`config.mk`:
```
export PLATFORM = sky130hd
export DESIGN_NAME = trng_ctrl
export DESIGN_NICKNAME = d
export VERILOG_FILES = /design/src/rtl/trng_pkg.sv /design/src/rtl/trng_ctrl_fifo.sv /design/src/rtl/trng_ctrl.sv
export SDC_FILE = /design/constraint.sdc
export NUM_CORES = 1
export LEC_CHECK = 0
export CORE_MARGIN = 2
export CORE_UTILIZATION = 52
export CTS_BUF_LIST = sky130_fd_sc_hd__clkbuf_16
export CTS_CLUSTER_DIAMETER = 200
export DETAILED_ROUTE_END_ITERATION = 6
export GPL_ROUTABILITY_DRIVEN = 1
export HOLD_SLACK_MARGIN = 0.05
export PLACE_DENSITY = 0.75
export SLEW_MARGIN = 15
export SYNTH_ARGS = -nofsm -noshare
export SYNTH_HDL_FRONTEND = slang
export SYNTH_SLANG_ARGS = --single-unit
export TNS_END_PERCENT = 100
```
`constraint.sdc`:
```
create_clock -name clk -period 3.2 [get_ports clk]
set_clock_uncertainty 0.15 [all_clocks]
set_input_delay 0.96 -clock clk [delete_from_list [all_inputs] [get_ports clk]]
set_output_delay 0.96 -clock clk [all_outputs]
set_load 0.02 [all_outputs]
```
`src/rtl/trng_pkg.sv`:
```
// Shared types and default constants for the TRNG capture controller.
package trng_pkg;

  localparam int DEF_DATA_WIDTH    = 32;
  localparam int DEF_FIFO_DEPTH    = 4;
  localparam int DEF_SAMPLE_GAP    = 16;
  localparam int DEF_WARMUP_CYCLES = 64;
  localparam int DEF_REP_LIMIT     = 4;

  typedef enum logic [1:0] {
    ST_IDLE   = 2'd0,
    ST_WARMUP = 2'd1,
    ST_RUN    = 2'd2,
    ST_FAIL   = 2'd3
  } trng_ctrl_state_t;

endpackage

```
`src/rtl/trng_ctrl_fifo.sv`:
```
// sync_fifo: generic single-clock FIFO with a registered head word (rd output q).
module sync_fifo #(
  parameter  int WIDTH = 32,
  parameter  int DEPTH = 4,
  localparam int AW    = $clog2(DEPTH),
  localparam int CW    = AW + 1
) (
  input  logic             clk,
  input  logic             rst,
  input  logic             push,
  input  logic             pop,
  input  logic [WIDTH-1:0] data,
  output logic [WIDTH-1:0] q,
  output logic             full,
  output logic             empty,
  output logic [CW-1:0]    count
);

  logic [WIDTH-1:0] r_mem [DEPTH];
  logic [AW-1:0]    r_wr_ptr;
  logic [AW-1:0]    r_rd_ptr;
  logic [CW-1:0]    r_count;
  logic [WIDTH-1:0] r_q;
  logic [AW-1:0]    w_rd_ptr_next;
  logic [CW-1:0]    w_count_next;
  logic             w_push;
  logic             w_pop;

  assign empty  = (r_count == '0);
  assign full   = (r_count == CW'(DEPTH));
  assign w_pop  = pop && !empty;
  assign w_push = push && (!full || w_pop);
  assign w_rd_ptr_next = w_pop ? r_rd_ptr + 1'b1 : r_rd_ptr;

  always_comb begin
    w_count_next = r_count;
    if (w_push && !w_pop) begin
      w_count_next = r_count + 1'b1;
    end else if (!w_push && w_pop) begin
      w_count_next = r_count - 1'b1;
    end
  end

  always_ff @(posedge clk) begin
    if (w_push) begin
      r_mem[r_wr_ptr] <= data;
    end
  end

  // The head register forwards the incoming word when it lands in the next head slot.
  always_ff @(posedge clk) begin
    if (rst) begin
      r_wr_ptr <= '0;
      r_rd_ptr <= '0;
      r_count  <= '0;
      r_q      <= '0;
    end else begin
      r_rd_ptr <= w_rd_ptr_next;
      r_count  <= w_count_next;
      if (w_push) begin
        r_wr_ptr <= r_wr_ptr + 1'b1;
      end
      if (w_count_next != '0) begin
        r_q <= (w_push && (w_rd_ptr_next == r_wr_ptr)) ? data : r_mem[w_rd_ptr_next];
      end
    end
  end

  assign q     = r_q;
  assign count = r_count;

endmodule

```
`src/rtl/trng_ctrl.sv`:
```
// TRNG capture controller: warmup, periodic sampling, repetition health test, output FIFO.
// Optional build macro TRNG_CTRL_WHITEN_EN pushes capture XOR previous capture instead of raw.
module trng_ctrl
  import trng_pkg::*;
#(
  parameter  int DATA_WIDTH    = DEF_DATA_WIDTH,
  parameter  int FIFO_DEPTH    = DEF_FIFO_DEPTH,
  parameter  int SAMPLE_GAP    = DEF_SAMPLE_GAP,
  parameter  int WARMUP_CYCLES = DEF_WARMUP_CYCLES,
  parameter  int REP_LIMIT     = DEF_REP_LIMIT,
  localparam int CW            = $clog2(FIFO_DEPTH) + 1
) (
  input  logic                  clk,
  input  logic                  rst,
  input  logic                  enable,
  input  logic [DATA_WIDTH-1:0] raw,
  output logic [DATA_WIDTH-1:0] rd_data,
  output logic                  rd_valid,
  input  logic                  rd_ready,
  output logic                  health_fail,
  output logic                  busy,
  output logic [CW-1:0]         count
);

  localparam int CNT_MAX = (WARMUP_CYCLES > SAMPLE_GAP) ? WARMUP_CYCLES : SAMPLE_GAP;
  localparam int TW      = $clog2(CNT_MAX + 1);
  localparam int RW      = $clog2(REP_LIMIT + 1);

  trng_ctrl_state_t r_state, w_state_next;
  logic [TW-1:0]         r_timer, w_timer_next;
  logic [RW-1:0]         r_rep, w_rep_next;
  logic [DATA_WIDTH-1:0] r_prev;
  logic [DATA_WIDTH-1:0] r_cap_data;
  logic                  r_has_prev;
  logic                  r_cap_valid;
  logic                  w_capture;
  logic                  w_rep_hit;
  logic                  w_empty;
  logic                  w_full;
  logic                  w_pop;
  logic                  w_push;

  assign w_rep_next = (r_has_prev && (raw == r_prev)) ? r_rep + 1'b1 : '0;
  assign w_rep_hit  = (w_rep_next == RW'(REP_LIMIT - 1));

  always_comb begin
    w_state_next = r_state;
    w_timer_next = r_timer + 1'b1;
    w_capture    = 1'b0;
    unique case (r_state)
      ST_IDLE: begin
        w_timer_next = '0;
        if (enable) w_state_next = ST_WARMUP;
      end
      ST_WARMUP: begin
        if (!enable) begin
          w_state_next = ST_IDLE;
        end else if (r_timer == TW'(WARMUP_CYCLES - 1)) begin
          w_state_next = ST_RUN;
          w_timer_next = '0;
        end
      end
      ST_RUN: begin
        if (!enable) begin
          w_state_next = ST_IDLE;
        end else if (r_timer == TW'(SAMPLE_GAP - 1)) begin
          w_capture    = 1'b1;
          w_timer_next = '0;
          if (w_rep_hit) w_state_next = ST_FAIL;
        end
      end
      ST_FAIL: begin
        w_timer_next = '0;
        if (!enable) w_state_next = ST_IDLE;
      end
      default: w_state_next = ST_IDLE;
    endcase
  end

  always_ff @(posedge clk) begin
    if (rst) begin
      r_state     <= ST_IDLE;
      r_timer     <= '0;
      r_rep       <= '0;
      r_prev      <= '0;
      r_has_prev  <= 1'b0;
      r_cap_data  <= '0;
      r_cap_valid <= 1'b0;
    end else begin
      r_state     <= w_state_next;
      r_timer     <= w_timer_next;
      r_cap_valid <= 1'b0;
      // A fresh enable starts the repetition history from scratch.
      if (r_state == ST_IDLE) begin
        r_has_prev <= 1'b0;
        r_rep      <= '0;
      end
      if (w_capture) begin
        r_prev     <= raw;
        r_has_prev <= 1'b1;
        r_rep      <= w_rep_next;
`ifdef TRNG_CTRL_WHITEN_EN
        r_cap_data  <= raw ^ r_prev;
        r_cap_valid <= r_has_prev && !w_rep_hit;
`else
        r_cap_data  <= raw;
        r_cap_valid <= !w_rep_hit;
`endif
      end
    end
  end

  assign w_pop  = rd_valid && rd_ready;
  assign w_push = r_cap_valid && (!w_full || w_pop);

  sync_fifo #(
    .WIDTH (DATA_WIDTH),
    .DEPTH (FIFO_DEPTH)
  ) u_fifo (
    .clk   (clk),
    .rst   (rst),
    .push  (w_push),
    .pop   (w_pop),
    .data  (r_cap_data),
    .q     (rd_data),
    .full  (w_full),
    .empty (w_empty),
    .count (count)
  );

  assign rd_valid    = !w_empty;
  assign health_fail = (r_state == ST_FAIL);
  assign busy        = (r_state == ST_WARMUP) || (r_state == ST_RUN);

endmodule

```
==> metrics.md, run 1 <==
| Metric | Value |
|---|---|
| Row cnt | 47 |
| H-tree Lvls | 1 |
| WL final | 19.65 mm |
| Total grt overflow | 0 |
| Number of synthesized flops with an enable pin | around 130 |
| WS Path Type | input pin to flop |
| Largest family of logic cells by synthesized area | multiplexers |
| Worst hold path type | flop to flop |
| Number of global-route vias before repair | approximately 5700 |
| RSZ-0062 raised after global routing | no |
| Fin cells | approximately 990 |
| Vias/cell | roughly 5.7 |
| Post-DP HPWL | 12.34 mm |
| Gpl congestion | roughly 0.85 |
| TritonCTS clock tree | done |
| Placed instance area | 10060 um2 |
| Worst-path clk slew | 0.06 ns |
| Mean Syn Cell Area | around 13 um2 |
| I/O pins | between 70 and 80 |
| Worst slack, placed | -0.3667 ns |
| Max-cap violations | 0 |
| Initial antenna violation count | 0 |
| Most common cell after layout, fill and taps aside | edfxtp_1 |
| Total number of vias | around 5700 |
| Startpoint Class | input pin |
| Area Overhead vs Synth | 21.84% |
| Post-synthesis cell count | between 600 and 700 |
| Initial DRC count | 356 |
| Dpl cells | between 900 and 1000 |
| Fin crit share | a little over nine tenths |
| Xor-xnor portion of the synthesized cell area | ~3.0% |
| Drt pass-1 iters | 5 |
| Synth Area in Simple Gates | under 10% |
| Slew Viols, Final | 0 |
| Setup TNS | 0 ns |
| Max clock buf depth | 3 |
| Register area share after synthesis | 62.64% |
| Initial Util | between 50 and 60% |
| Worst VDD drop | between 1 and 1.5 mV |
| Largest net degree at the start of global routing | between 60 and 70 |
| Crit path time final | approximately 3.1 ns |
| WP data arrival | 3.34 ns |
| DIE HEIGHT | roughly 130 um |
| Synth Area in Adders | about 1.8% |
| Die width | ~130 um |
| DRC violations left | 0 |
| Inserted Clock Buffers | 22 |
| CTS root buffer | clkbuf_16 |
| Ant. Diodes | 0 |
| Worst skew pair latency | about 0.50 ns |
| Layout cell share with drive strength beyond 1 | between 10 and 15% |
| Setup ws final | ~0.095 ns |
| Final Hold Vio Count | 0 |
| Worst Max-Slew Pin Slew | between 0.8 and 0.9 ns |
| Run status | finished, final reports clean |
| LEAKAGE | ~4.2 nW |
| Synth Flop Type | edfxtp_1 |
| Util after Layout | about 65% |
| Post-route ant nets | 0 |
| Cell area after synthesis | 8852 um2 |
| Finished Cell Area | around 11000 um2 |
| Reg area | 5547 um2 |
| Multi-input gate area | a little over 3000 um2 |
| PwrDens | 746.4 nW/um2 |
| Worst path required time | 3.43 ns |
| Power, Total | just over 8 mW |
| Setup Viol. Count Final | 0 |
| Yosys cell types | 51 |
| Global-route wire length before repair | slightly above 30 mm |
| Gr usage total | between 20% and 30% |
| Layout Nets | approximately 810 |
| Synthesis-stage register bit count | 213 |
| FILL cells | 1172 |
| Port Buf Inserts | 73 |
| Fmax | around 320 MHz |
| Slew HR | approximately 44% |
| Hold Slack | 0.3151 ns |
| Most frequent cells in the layout | edfxtp_1, dfxtp_1, nand2_1 |
| Core area | approximately 17000 um2 |
| Crit end category | flop |
| Synth Area in Compound Gates | under 10% |
| Post-synthesis async set-or-reset flop share | 0% |
| Synthesized Nets | approximately 710 |
| Drt wl/cell | 19.77 um |
| Yosys warns | 0 |
| Mux cell area share after synthesis | 11.99% |
| Die footprint | approximately 18000 um2 |
| Highest fanout seen on the critical path | 2 |
| Sink Count | 213 |
-- worst paths after layout --
kind | cells after the start | slack, ns | from | end
setup / recovery | 7 | 0.1 | raw[14] | r_state[1]
hold / removal | 1 | 0.32 | r_timer[0] | r_timer[0]
setup reg to reg | 9 | 0.21 | u_fifo.count[0] | u_fifo.q[2]
hold reg to reg | 1 | 0.32 | r_timer[0] | r_timer[0]
-- cell usage after synthesis (2+ instances only) --
master | n | area share (%)
a31oi_1 | 2 | 0.14
buf_2 | 12 | 0.68
clkbuf_1 | 17 | 0.72
nand2b_1 | 11 | 0.78
ha_1 | 13 | 1.8
or3_1 | 5 | 0.35
edfxtp_1 | 128 | 43
and2_1 | 5 | 0.35
o211ai_1 | 2 | 0.17
a21oi_1 | 40 | 2.3
a211oi_1 | 34 | 2.9
mux2i_1 | 34 | 3.8
o21a_1 | 2 | 0.17
buf_4 | 3 | 0.25
o2111ai_1 | 3 | 0.30
nor2b_1 | 13 | 0.92
nor2_1 | 50 | 2.1
dfxtp_1 | 85 | 19
a2111oi_0 | 4 | 0.40
nor4_1 | 5 | 0.35
xor2_1 | 22 | 2.2
o21ai_0 | 7 | 0.40
buf_6 | 4 | 0.51
nor3_1 | 4 | 0.23
nand2_1 | 72 | 3.1
mux4_2 | 32 | 8.1
nand3_1 | 9 | 0.51
o21bai_1 | 2 | 0.17
xnor2_1 | 8 | 0.79
a21o_1 | 3 | 0.25
inv_1 | 14 | 0.59
-- routing by layer --
| layer | GRT usage (%) | wire, um | part of all wire [%] | vias up |
|---|---|---|---|---|
| li1 | - | - | - | 2653 |
| met1 | 29.44 | 7949 | 40 | 2828 |
| met2 | 37.87 | 10030 | 51 | 195 |
| met3 | 3.003 | 1242 | 6.3 | 29 |
| met4 | 6.082 | 432 | 2.2 | 0 |
| met5 | 0 | 0 | 0 | - |
-- cell type report --
class / count / share of cell area (%)
Clock buffer: 25 / 5.800
Clock inverter: 15 / 0.9629
Inverter: 15 / 0.5220
Multi-Input combinational cell: 401 / 28.52
Sequential cell: 213 / 51.43
Tap cell: 220 / 2.552
Timing Repair Buffer: 105 / 10.22
-- repair_timing --
action	4_1_cts	5_1_grt
endpoints found under the setup margin	1	0
hold buffers	0	0
resized for setup	2	0
buffers inserted	0	0
-- flip-flops by register name, summed over array words and instances (netlist names) --
register	cells
u_fifo.r_wr_ptr	2
r_state	2
u_fifo.count	3
u_fifo.r_mem	128
u_fifo.q	32
r_cap_valid	1
u_fifo.r_rd_ptr	2
r_timer	7
r_cap_data	32
r_rep	3
r_has_prev	1
-- cells by family after synthesis --
| group | after synthesis |
|---|---|
| compound gates | 107 |
| xor+xnor | 30 |
| fa+ha+maj | 13 |
| buf+inv | 51 |
| flops | 213 |
| mux | 66 |
| simple gates | 185 |
-- report_power, final --
part / leakage [nW] / total (mW) / switching [mW] / internal [mW]
registers: 2.18 / 3.10 / 0.0803 / 3.02
logic: 1.64 / 2.45 / 1.42 / 1.03
clock network: 0.372 / 2.50 / 1.02 / 1.48
total: 4.19 / 8.05 / 2.52 / 5.53
-- critical path, stage by stage --
cell	delay (ns)
clkdlybuf4s50_1	0.46
xor2_1	0.16
nor4_1	0.64
nand3_1	0.22
nor4_2	0.43
nand3_1	0.15
a211o_1	0.32
No activity file was read; power rests on OpenSTA's default activity.
==> run 2, diff against run 1 <==
- CELL_PAD_IN_SITES_DETAIL_PLACEMENT: not set -> 2
- CELL_PAD_IN_SITES_GLOBAL_PLACEMENT: not set -> 2
- CORE_UTILIZATION: 52 -> 37
==> metrics.md, run 2 (synthesis results as in run 1) <==
| Metric | Value |
|---|---|
| Fmax | 325.2 MHz (+0.96%) |
| Startpoint Class | input pin |
| I/O pins | 74 (unchanged) |
| LEAKAGE | 4.331 nW (+3.3%) |
| Layout Nets | 824 (+2.1%) |
| DIE HEIGHT | 158.7 um (+18%) |
| Hold Slack | 0.2947 ns (-0.02032 ns) |
| Worst hold path type | flop to flop |
| Sink Count | 213 (unchanged) |
| Most frequent cells in the layout | edfxtp_1, dfxtp_1, nand2_1 |
| Row cnt | 56 (+19%) |
| Switch Pwr | 2.729 mW (+8.3%) |
| Max clock buf depth | 3 (unchanged) |
| Area Overhead vs Synth | 25.99% |
| Total grt overflow | 0 (unchanged) |
| Initial antenna violation count | 0 (unchanged) |
| DRC violations left | 0 (unchanged) |
| Highest fanout seen on the critical path | 3 (+1) |
| Vias/cell | 5.320 (-7.3%) |
| Most common cell after layout, fill and taps aside | edfxtp_1 |
| H-tree Lvls | 1 (unchanged) |
| Layout cell share with drive strength beyond 1 | 15.64% (+1.9 points) |
| Largest Register | u_fifo.r_mem |
| Final Hold Vio Count | 0 (unchanged) |
| Inserted Clock Buffers | 24 (+9.1%) |
| Number of global-route vias before repair | 6704 (+18%) |
| Max-cap violations | 0 (unchanged) |
| Die footprint | 25180 um2 (+39%) |
| Worst VDD drop | 0.5120 mV (-61%) |
| Crit end category | flop |
| Core area | 23470 um2 (+42%) |
| Ant. Diodes | 0 (unchanged) |
| Largest net degree at the start of global routing | 51 (-22%) |
| Setup Viol. Count Final | 0 (unchanged) |
| Sw Share | 31.80% (+0.50 points) |
| Post-CTS Hold Fix Bufs | 0 (unchanged) |
| Post-DP HPWL | 16.35 mm (+32%) |
| Internal power | 5.853 mW (+5.8%) |
| Total number of vias | 5916 (+3.7%) |
| Post-CTS Resized | 3 (+1) |
| WS Path Type | input pin to flop |
| Setup bufs post-CTS | 0 (unchanged) |
| TritonCTS clock tree | done |
| Placed instance area | 10330 um2 (+2.7%) |
| Die width | 158.7 um (+18%) |
| Comb pwr share | 30.6% (+0.2 points) |
| Port Buf Inserts | 73 (unchanged) |
| Initial DRC count | 332 (-6.7%) |
| PwrDens | 769.4 nW/um2 (+3.1%) |
| Worst path required time | 3.44 ns (about the same) |
| Fin crit share | 96.09% (-0.92 points) |
| Worst Max-Slew Pin Slew | 0.8652 ns (+0.05179 ns) |
| Post-route ant nets | 0 (unchanged) |
| Largest register FFs | 128 (unchanged) |
| Global-route wire length before repair | 39.79 mm (+29%) |
| Slew Viols, Final | 0 (unchanged) |
| Portion of total power attributed to the clock network | 33.2% (+2.1 points) |
| WL final | 25.70 mm (+31%) |
| R2r setup slk | 0.36 ns (+0.15 ns) |
| Reg power frac | 36.2% (-2.3 points) |
| Finished Cell Area | 11150 um2 (+3.4%) |
| Run status | finished, final reports clean |
| Drt pass-1 iters | 5 (unchanged) |
| CTS root buffer | clkbuf_16 |
| Initial Util | 37.71% (-16 points) |
| Worst-path clk slew | 0.06 ns (about the same) |
| WP data arrival | 3.32 ns (-0.02 ns) |
| Gpl congestion | 0.7840 (-7.9%) |
| Drt wl/cell | 23.11 um (+17%) |
| Crit path time final | 3.075 ns (-0.02948 ns) |
| Gr usage total | 20.94% (-1.0 points) |
| Worst skew pair latency | 0.51 ns (about the same) |
| Slew HR | 40.83% (-3.5 points) |
| RSZ-0062 raised after global routing | no |
==> run 2: stage by stage <==
stage | worst slack, ns | total power [mW] | instances | util [%] | TNS [ns]
after CTS | 0.1238 | 8.681 | 1112 | 47.51 | 0
after detailed placement | -0.5242 | 5.828 | 1068 | 44.01 | -9.973
after global placement | -0.4737 | 5.682 | 1068 | 44.01 | -7.747
after floorplan | 0.1099 | 4.884 | 665 | - | 0
final | 0.1250 | 8.582 | 1112 | 47.52 | 0
after global routing | 0.04320 | 9.051 | 1112 | 47.52 | 0
==> run 2: cell type report <==
class                      count  area (um2)
clock buffer                  25       625.6
clock inverter                19       188.9
sequential                   213        5547
multi-input combinational    401        3084
timing repair buffer         120        1252
inverter                      15       56.30
tap                          319       399.1
fill                        2228       12320
==> run 2: layer usage <==
layer | share of wire, % | global-route usage (%) | vias up
met5 | 0 | 0 | -
met4 | 2.5 | 6.049 | 0
met3 | 3.4 | 2.667 | 37
met2 | 52 | 37.68 | 123
met1 | 43 | 26.40 | 3077
li1 | - | - | 2679
==> run 2: final timing paths <==
kind,cells after the start,startpoint,to
worst max-delay path,8,raw[15],r_state[1]
worst min-delay path,1,r_timer[0],r_timer[0]
worst max register to register,9,u_fifo.count[0],u_fifo.q[22]
worst min register to register,1,r_timer[0],r_timer[0]
==> run 2: power by group through the flow <==
stage	Sequential [mW]	Combinational, mW	Clock (mW)
after detailed placement	3.17	2.66	0
final	3.11	2.63	2.85
after global routing	3.12	2.93	3.00
after global placement	3.16	2.52	0
after CTS	3.11	2.68	2.89
after floorplan	3.25	1.63	0
==> run 2: worst max-delay path, stage by stage <==
cell and delay (ns):
clkdlybuf4s50_1 0.55, nand2b_1 0.15, o2111ai_1 0.11, or4_1 0.59, nor4_2 0.37, buf_4 0.18
nand3_1 0.10, a211o_1 0.31
